**config.mk**
```make
export PLATFORM = sky130hd
export DESIGN_NAME = load_store_unit
export DESIGN_NICKNAME = d
export VERILOG_FILES = /design/src/rtl/load_store_unit.sv
export SDC_FILE = /design/constraint.sdc
export NUM_CORES = 1
export LEC_CHECK = 0
export ABC_AREA = 1
export CAP_MARGIN = 20
export CORE_MARGIN = 1.5
export CORE_UTILIZATION = 35
export CTS_BUF_LIST = sky130_fd_sc_hd__clkbuf_2
export CTS_CLUSTER_SIZE = 16
export DETAILED_ROUTE_END_ITERATION = 7
export PLACE_DENSITY = 0.66
export SYNTH_ARGS = -nofsm -noshare
export SYNTH_HDL_FRONTEND = slang
export SYNTH_SLANG_ARGS = --single-unit
export TNS_END_PERCENT = 20
```
**constraint.sdc**
```tcl
create_clock -name clk_i -period 1.8 [get_ports clk_i]
set_input_delay 0.27 -clock clk_i [delete_from_list [all_inputs] [get_ports clk_i]]
set_output_delay 0.27 -clock clk_i [all_outputs]
set_load 0.005 [all_outputs]
```
**src/rtl/load_store_unit.sv**
```systemverilog
// -----------------------------------------------------------------------------
// load_store_unit
//
// Bus-side initiator for a word-addressed 32-bit memory with active-low read
// and write strobes. Accepts RV32I load/store requests, extracts and extends
// sub-word load data, and performs read-modify-write for SB/SH because the
// memory has no byte enables.
//
// Parameters
//   WORDS       log2 of memory depth in 32-bit words (word address width)
//   DATA_WIDTH  data width, only 32 is supported
//
// Ports
//   clk_i        clock, all state updates on the rising edge
//   reset_i      synchronous active-high reset
//   req_i        request strobe, sampled only while busy_o=0
//   we_i         1 = store, 0 = load
//   funct3_i     RV32I width code
//   addr_i       byte address
//   wdata_i      right-aligned store data
//   rdata_o      extended load result, holds until the next load completes
//   done_o       one-cycle completion pulse
//   fault_o      valid with done_o: request rejected, no memory access
//   busy_o       high whenever a request is in flight
//   mem_addr_o   word address to memory
//   mem_data_o   write data to memory
//   mem_data_i   read data from memory
//   mem_wr_o     write strobe, active-low
//   mem_rd_o     read strobe, active-low
//
// Build option
//   MISALIGN_TRAP_EN  when defined, misaligned half/word accesses fault; when
//                     undefined, the low address bits are forced to alignment.
//
// State        | meaning
// -------------+-----------------------------------------------------------
// S_IDLE       | waiting for req_i; request fields latched on acceptance
// S_READ       | mem_rd_o low; load lane extracted or store word merged
// S_WRITE      | mem_wr_o low; full word written
// S_DONE       | done_o pulse (with fault_o if rejected), then back to idle
// -----------------------------------------------------------------------------
module load_store_unit #(
    parameter int WORDS      = 10,
    parameter int DATA_WIDTH = 32
) (
    input  logic                  clk_i,
    input  logic                  reset_i,
    input  logic                  req_i,
    input  logic                  we_i,
    input  logic [2:0]            funct3_i,
    input  logic [31:0]           addr_i,
    input  logic [DATA_WIDTH-1:0] wdata_i,
    output logic [DATA_WIDTH-1:0] rdata_o,
    output logic                  done_o,
    output logic                  fault_o,
    output logic                  busy_o,
    output logic [WORDS-1:0]      mem_addr_o,
    output logic [DATA_WIDTH-1:0] mem_data_o,
    input  logic [DATA_WIDTH-1:0] mem_data_i,
    output logic                  mem_wr_o,
    output logic                  mem_rd_o
);

    typedef enum logic [1:0] {
        S_IDLE  = 2'b00,
        S_READ  = 2'b01,
        S_WRITE = 2'b10,
        S_DONE  = 2'b11
    } state_t;

    state_t                state_q, state_d;
    logic                  we_q, we_d;
    logic [2:0]            funct3_q, funct3_d;
    logic [1:0]            lane_q, lane_d;
    logic [15:0]           wdata_lo_q, wdata_lo_d;
    logic                  fault_q, fault_d;
    logic [WORDS-1:0]      mem_addr_q, mem_addr_d;
    logic [DATA_WIDTH-1:0] mem_data_q, mem_data_d;
    logic [DATA_WIDTH-1:0] rdata_q, rdata_d;
    logic                  done_q, done_d;
    logic                  rd_n_q, rd_n_d;
    logic                  wr_n_q, wr_n_d;

    logic                  illegal;
    logic                  reject;
    logic [1:0]            lane_in;
    logic                  unused_addr_hi;

    // Bits above the word address are intentionally ignored (address wrap).
    assign unused_addr_hi = ^addr_i[31:WORDS+2];

    // -------------------------------------------------------------------------
    // Lane extraction for loads: byte lane = addr[1:0], half lane = addr[1].
    // -------------------------------------------------------------------------
    function automatic logic [DATA_WIDTH-1:0] extract_lane(
        input logic [DATA_WIDTH-1:0] word,
        input logic [2:0]            f3,
        input logic [1:0]            lane
    );
        logic [7:0]            b;
        logic [15:0]           h;
        logic [DATA_WIDTH-1:0] r;
        case (lane)
            2'd0:    b = word[7:0];
            2'd1:    b = word[15:8];
            2'd2:    b = word[23:16];
            default: b = word[31:24];
        endcase
        h = lane[1] ? word[31:16] : word[15:0];
        case (f3)
            3'b000:  r = {{(DATA_WIDTH-8){b[7]}}, b};
            3'b001:  r = {{(DATA_WIDTH-16){h[15]}}, h};
            3'b100:  r = {{(DATA_WIDTH-8){1'b0}}, b};
            3'b101:  r = {{(DATA_WIDTH-16){1'b0}}, h};
            default: r = word;
        endcase
        return r;
    endfunction

    // -------------------------------------------------------------------------
    // Store merge: replace the addressed byte/half, keep everything else.
    // -------------------------------------------------------------------------
    function automatic logic [DATA_WIDTH-1:0] merge_word(
        input logic [DATA_WIDTH-1:0] word,
        input logic [2:0]            f3,
        input logic [1:0]            lane,
        input logic [15:0]           d
    );
        logic [DATA_WIDTH-1:0] r;
        r = word;
        case (f3[1:0])
            2'b00: begin
                case (lane)
                    2'd0:    r[7:0]   = d[7:0];
                    2'd1:    r[15:8]  = d[7:0];
                    2'd2:    r[23:16] = d[7:0];
                    default: r[31:24] = d[7:0];
                endcase
            end
            2'b01: begin
                if (lane[1]) begin
                    r[31:16] = d;
                end else begin
                    r[15:0] = d;
                end
            end
            default: r = word;
        endcase
        return r;
    endfunction

    // -------------------------------------------------------------------------
    // Request legality, evaluated on the incoming fields in the acceptance
    // cycle (identical to checking the latched copy one cycle later).
    // -------------------------------------------------------------------------
`ifdef MISALIGN_TRAP_EN
    logic misaligned;

    always_comb begin
        misaligned = 1'b0;
        case (funct3_i[1:0])
            2'b01:   misaligned = addr_i[0];
            2'b10:   misaligned = |addr_i[1:0];
            default: misaligned = 1'b0;
        endcase
    end
`endif

    always_comb begin
        illegal = 1'b0;
        reject  = 1'b0;
        lane_in = addr_i[1:0];
        if (we_i) begin
            illegal = funct3_i[2] || (funct3_i[1:0] == 2'b11);
        end else begin
            illegal = (funct3_i == 3'b011) || (funct3_i[2:1] == 2'b11);
        end
`ifdef MISALIGN_TRAP_EN
        reject  = illegal || misaligned;
        lane_in = addr_i[1:0];
`else
        // Misalignment is silently absorbed by forcing the low bits.
        reject = illegal;
        case (funct3_i[1:0])
            2'b01:   lane_in = {addr_i[1], 1'b0};
            2'b10:   lane_in = 2'b00;
            default: lane_in = addr_i[1:0];
        endcase
`endif
    end

    // -------------------------------------------------------------------------
    // Next-state and datapath
    // -------------------------------------------------------------------------
    always_comb begin
        state_d    = state_q;
        we_d       = we_q;
        funct3_d   = funct3_q;
        lane_d     = lane_q;
        wdata_lo_d = wdata_lo_q;
        fault_d    = fault_q;
        mem_addr_d = mem_addr_q;
        mem_data_d = mem_data_q;
        rdata_d    = rdata_q;

        case (state_q)
            S_IDLE: begin
                if (req_i) begin
                    we_d       = we_i;
                    funct3_d   = funct3_i;
                    lane_d     = lane_in;
                    wdata_lo_d = wdata_i[15:0];
                    mem_addr_d = addr_i[WORDS+1:2];
                    fault_d    = reject;
                    if (reject) begin
                        state_d = S_DONE;
                    end else if (we_i && (funct3_i[1:0] == 2'b10)) begin
                        // Full-word store skips the read.
                        mem_data_d = wdata_i;
                        state_d    = S_WRITE;
                    end else begin
                        state_d = S_READ;
                    end
                end
            end
            S_READ: begin
                if (we_q) begin
                    mem_data_d = merge_word(mem_data_i, funct3_q, lane_q, wdata_lo_q);
                    state_d    = S_WRITE;
                end else begin
                    rdata_d = extract_lane(mem_data_i, funct3_q, lane_q);
                    state_d = S_DONE;
                end
            end
            S_WRITE: begin
                state_d = S_DONE;
            end
            S_DONE: begin
                state_d = S_IDLE;
            end
            default: begin
                state_d = S_IDLE;
            end
        endcase

        // Strobes and done are registered from the next state so they are
        // glitch-free and stable for the whole cycle they belong to.
        rd_n_d = (state_d != S_READ);
        wr_n_d = (state_d != S_WRITE);
        done_d = (state_d == S_DONE);
    end

    always_ff @(posedge clk_i) begin
        if (reset_i) begin
            state_q    <= S_IDLE;
            we_q       <= 1'b0;
            funct3_q   <= 3'b000;
            lane_q     <= 2'b00;
            wdata_lo_q <= 16'h0000;
            fault_q    <= 1'b0;
            mem_addr_q <= '0;
            mem_data_q <= '0;
            rdata_q    <= '0;
            done_q     <= 1'b0;
            rd_n_q     <= 1'b1;
            wr_n_q     <= 1'b1;
        end else begin
            state_q    <= state_d;
            we_q       <= we_d;
            funct3_q   <= funct3_d;
            lane_q     <= lane_d;
            wdata_lo_q <= wdata_lo_d;
            fault_q    <= fault_d;
            mem_addr_q <= mem_addr_d;
            mem_data_q <= mem_data_d;
            rdata_q    <= rdata_d;
            done_q     <= done_d;
            rd_n_q     <= rd_n_d;
            wr_n_q     <= wr_n_d;
        end
    end

    assign rdata_o    = rdata_q;
    assign done_o     = done_q;
    assign fault_o    = done_q & fault_q;
    assign busy_o     = (state_q != S_IDLE);
    assign mem_addr_o = mem_addr_q;
    assign mem_data_o = mem_data_q;
    assign mem_rd_o   = rd_n_q;
    assign mem_wr_o   = wr_n_q;

endmodule

```
==> qor.yml <==
whs_endpoint: "wdata_lo_q[8]$_SDFFE_PP0P_"
slowest_stage: "dfxtp_2"
slew_headroom: 0.733
synthCells: 1028
vias: 7093
cts_tree: "yes"
register_area_mm2: 0.00214
grtUsageTotal: 0.235
final.min_clock_period_ps: 1760
yosys_warnings: 0
slew_violations: 0
initial_core_util: 0.357
wirelength_um: 22400
rsz0062_at_grt: "yes"
dp_slack_ps: -219
fin_nets: 1305
synth-edff-count: 0
whs_ps: 126
holdPathStages: 3
cp.arrival_ps: 2340
cpPeakStageDelay_ps: 430
setup_slack_ps: 41.8
place_hpwl_um: 16200
clkTransAtPathRegs_ps: 310
core_area_mm2: 0.0172
antenna_found_initial: 0
port_buffers: 161
path_cells: "buf_4 > ha_2 > buf_4 > buf_4 > nand2_1 > a21oi_1 > nand3_1 > nand2_1 > inv_1"
status: "complete, no violations"
netlist_area_mm2: 0.00612
layout_commonest_cell: "nand2_1"
setup.worst_path.class: "flip-flop to flip-flop"
ys_seq_elements: 102
ios: 182
worst_r2r_endpoint: "rdata_o[9]$_SDFFE_PP0P_"
r2r_cells: 9
syn_area_per_cell_um2: 5.96
layout_common_cells: "289 x nand2_1, 154 x nor2_1, 117 x inv_1"
synthFlopType: "dfxtp_1"
rows: 48
crit_fanout: 9
grt_pass1_vias: 6292
fin_crit_sh: 0.977
hp-class: "primary input to flip-flop"
clock_path_buffers: 2
endpoint_kind: "flip-flop"
routabilityCongestion: 0.934
ant_nets: 0
power_mw: 10.6
grt_max_degree: 54
startpoint_type: "flip-flop"
n_antenna_cell: 0
grt_pass1_wl_um: 33300
synth_cell_types: 28
drt_iter0_markers: 633
required_ps: 2380
final_util: 0.499
multi_input_area_mm2: 0.00337
p_leak_nw: 4.49
ir_drop_mv: 0.640
cpMostUsedCell: "buf_4"
vias_per_cell: 4.98
fmax_ghz: 0.569
cts_sinks: 102
hp-start: "wdata_i[8]"
clk_latency_ps: 690
hold_viol: 0
root_buffer: "clkbuf_2"
crit_family: "buffers and inverters"
synthArstFlopShare: 0
drv_cap: 0
setup_violations: 0
dieWidth_um: 135
r2r_start: "state_q[0]$_SDFF_PP0_"
synth_seq_area_share: 0.333
finalClockSkew_ps: 58.6
dieHeight_um: 135
num-fill-cells: 1839
die_area_mm2: 0.0183
htreeDepth: 3
drive_above_1_share: 0.161
power.density_mw_per_mm2: 1240
syn_nets: 1138
r2r_setup_slack_ps: 40
first_pass_iters: 5
cts_buffers: 9
grt_remaining_overflow: 0
drt-wirelength-per-cell_um: 15.7
drc: 0
tightest_slew_ps: 397
area_delta_synth_final_pct: 39.9
cp_num_buf_inv: 4
metrics by stage:
step / setup TNS (ps) / std cells / area (um2)
5_1_grt: -70.6 / 1425 / 8570
3_5_place_dp: -5900 / 1399 / 8210
3_3_place_gp: -5020 / 1399 / 8210
6_report: 0 / 1425 / 8570
4_1_cts: -74.9 / 1417 / 8380
2_1_floorplan: 0 / 1028 / 6120
cells in the mapped netlist, drive strengths merged (7+ instances only):
master | instances | area, um2
ha | 7 | 87.6
nand2 | 290 | 1090
dfxtp | 102 | 2040
nor2 | 159 | 626
nand3 | 98 | 490
o211ai | 27 | 203
or2 | 18 | 113
inv | 125 | 469
a21oi | 66 | 334
buf | 33 | 163
o21ai | 62 | 314
clkbuf | 30 | 113
power by group:
part | leakage, nW | switching, mW | internal (mW)
sequential | 0.870 | 0.411 | 3.07
clock | 0.0790 | 0.888 | 0.356
combinational | 3.54 | 3.32 | 2.56
state kept, by name (all words and copies together), names as in the netlist, 2 cells and up:
name	cells
mem_data_o	32
state_q	2
mem_addr_o	10
funct3_q	3
lane_q	2
rdata_o	32
wdata_lo_q	16
worst max-delay path by stage:
stage,slack [ps],endpoint,cells past startpoint,startpoint
2_1_floorplan,160,mem_data_o[31]$_SDFFE_PP0P_,11,state_q[1]$_SDFF_PP0_
4_1_cts,-70,busy_o,4,state_q[1]$_SDFF_PP0_
6_report,40,rdata_o[9]$_SDFFE_PP0P_,9,state_q[0]$_SDFF_PP0_
3_5_place_dp,-220,mem_data_o[10]$_SDFFE_PP0P_,9,funct3_i[0]
3_3_place_gp,-180,mem_data_o[22]$_SDFFE_PP0P_,9,funct3_i[0]
5_1_grt,-20,mem_data_o[30]$_SDFFE_PP0P_,9,state_q[0]$_SDFF_PP0_
logic make-up (layout without fill, tap and decap cells):
group / count (synthesis) / after routing / share of synthesized area
AOI/OAI and AO/OA: 161 / 161 / 0.146
adders and majority gates: 7 / 7 / 0.0143
buffers and inverters: 188 / 360 / 0.122
DFF: 102 / 102 / 0.333
and+or+nand+nor: 570 / 570 / 0.385
routing by layer:
layer / track usage / up-vias / routed length, um
li1: - / 3551 / -
met1: 0.311 / 3223 / 9960
met2: 0.384 / 288 / 10200
met3: 0.0490 / 31 / 1730
met4: 0.0705 / 0 / 517
met5: 0 / - / 0
final cells by class:
type                       instances  share of cell area
multi-input combinational        738               0.394
sequential                       102               0.250
tap                              225              0.0328
timing repair buffer             218               0.251
inverter                         125              0.0564
clock buffer                      10             0.00584
timing repair inverter             1            0.000876
clock inverter                     6             0.00891
tightest hold or removal path: cells and delay by family:
family | cells | cell delay, ps
compound gates | 1 | 60
buf+inv | 2 | 460
repair_timing:
action | 4_1_cts | 5_1_grt
cloned | 0 | 5
setup endpoints to repair | 85 | 50
hold buffers | 0 | 0
pin swaps | 0 | 1
buffers inserted | 2 | 3
gates resized for setup | 157 | 22
hold endpoints to repair | 0 | 0
(Power assumes the default switching activity.)
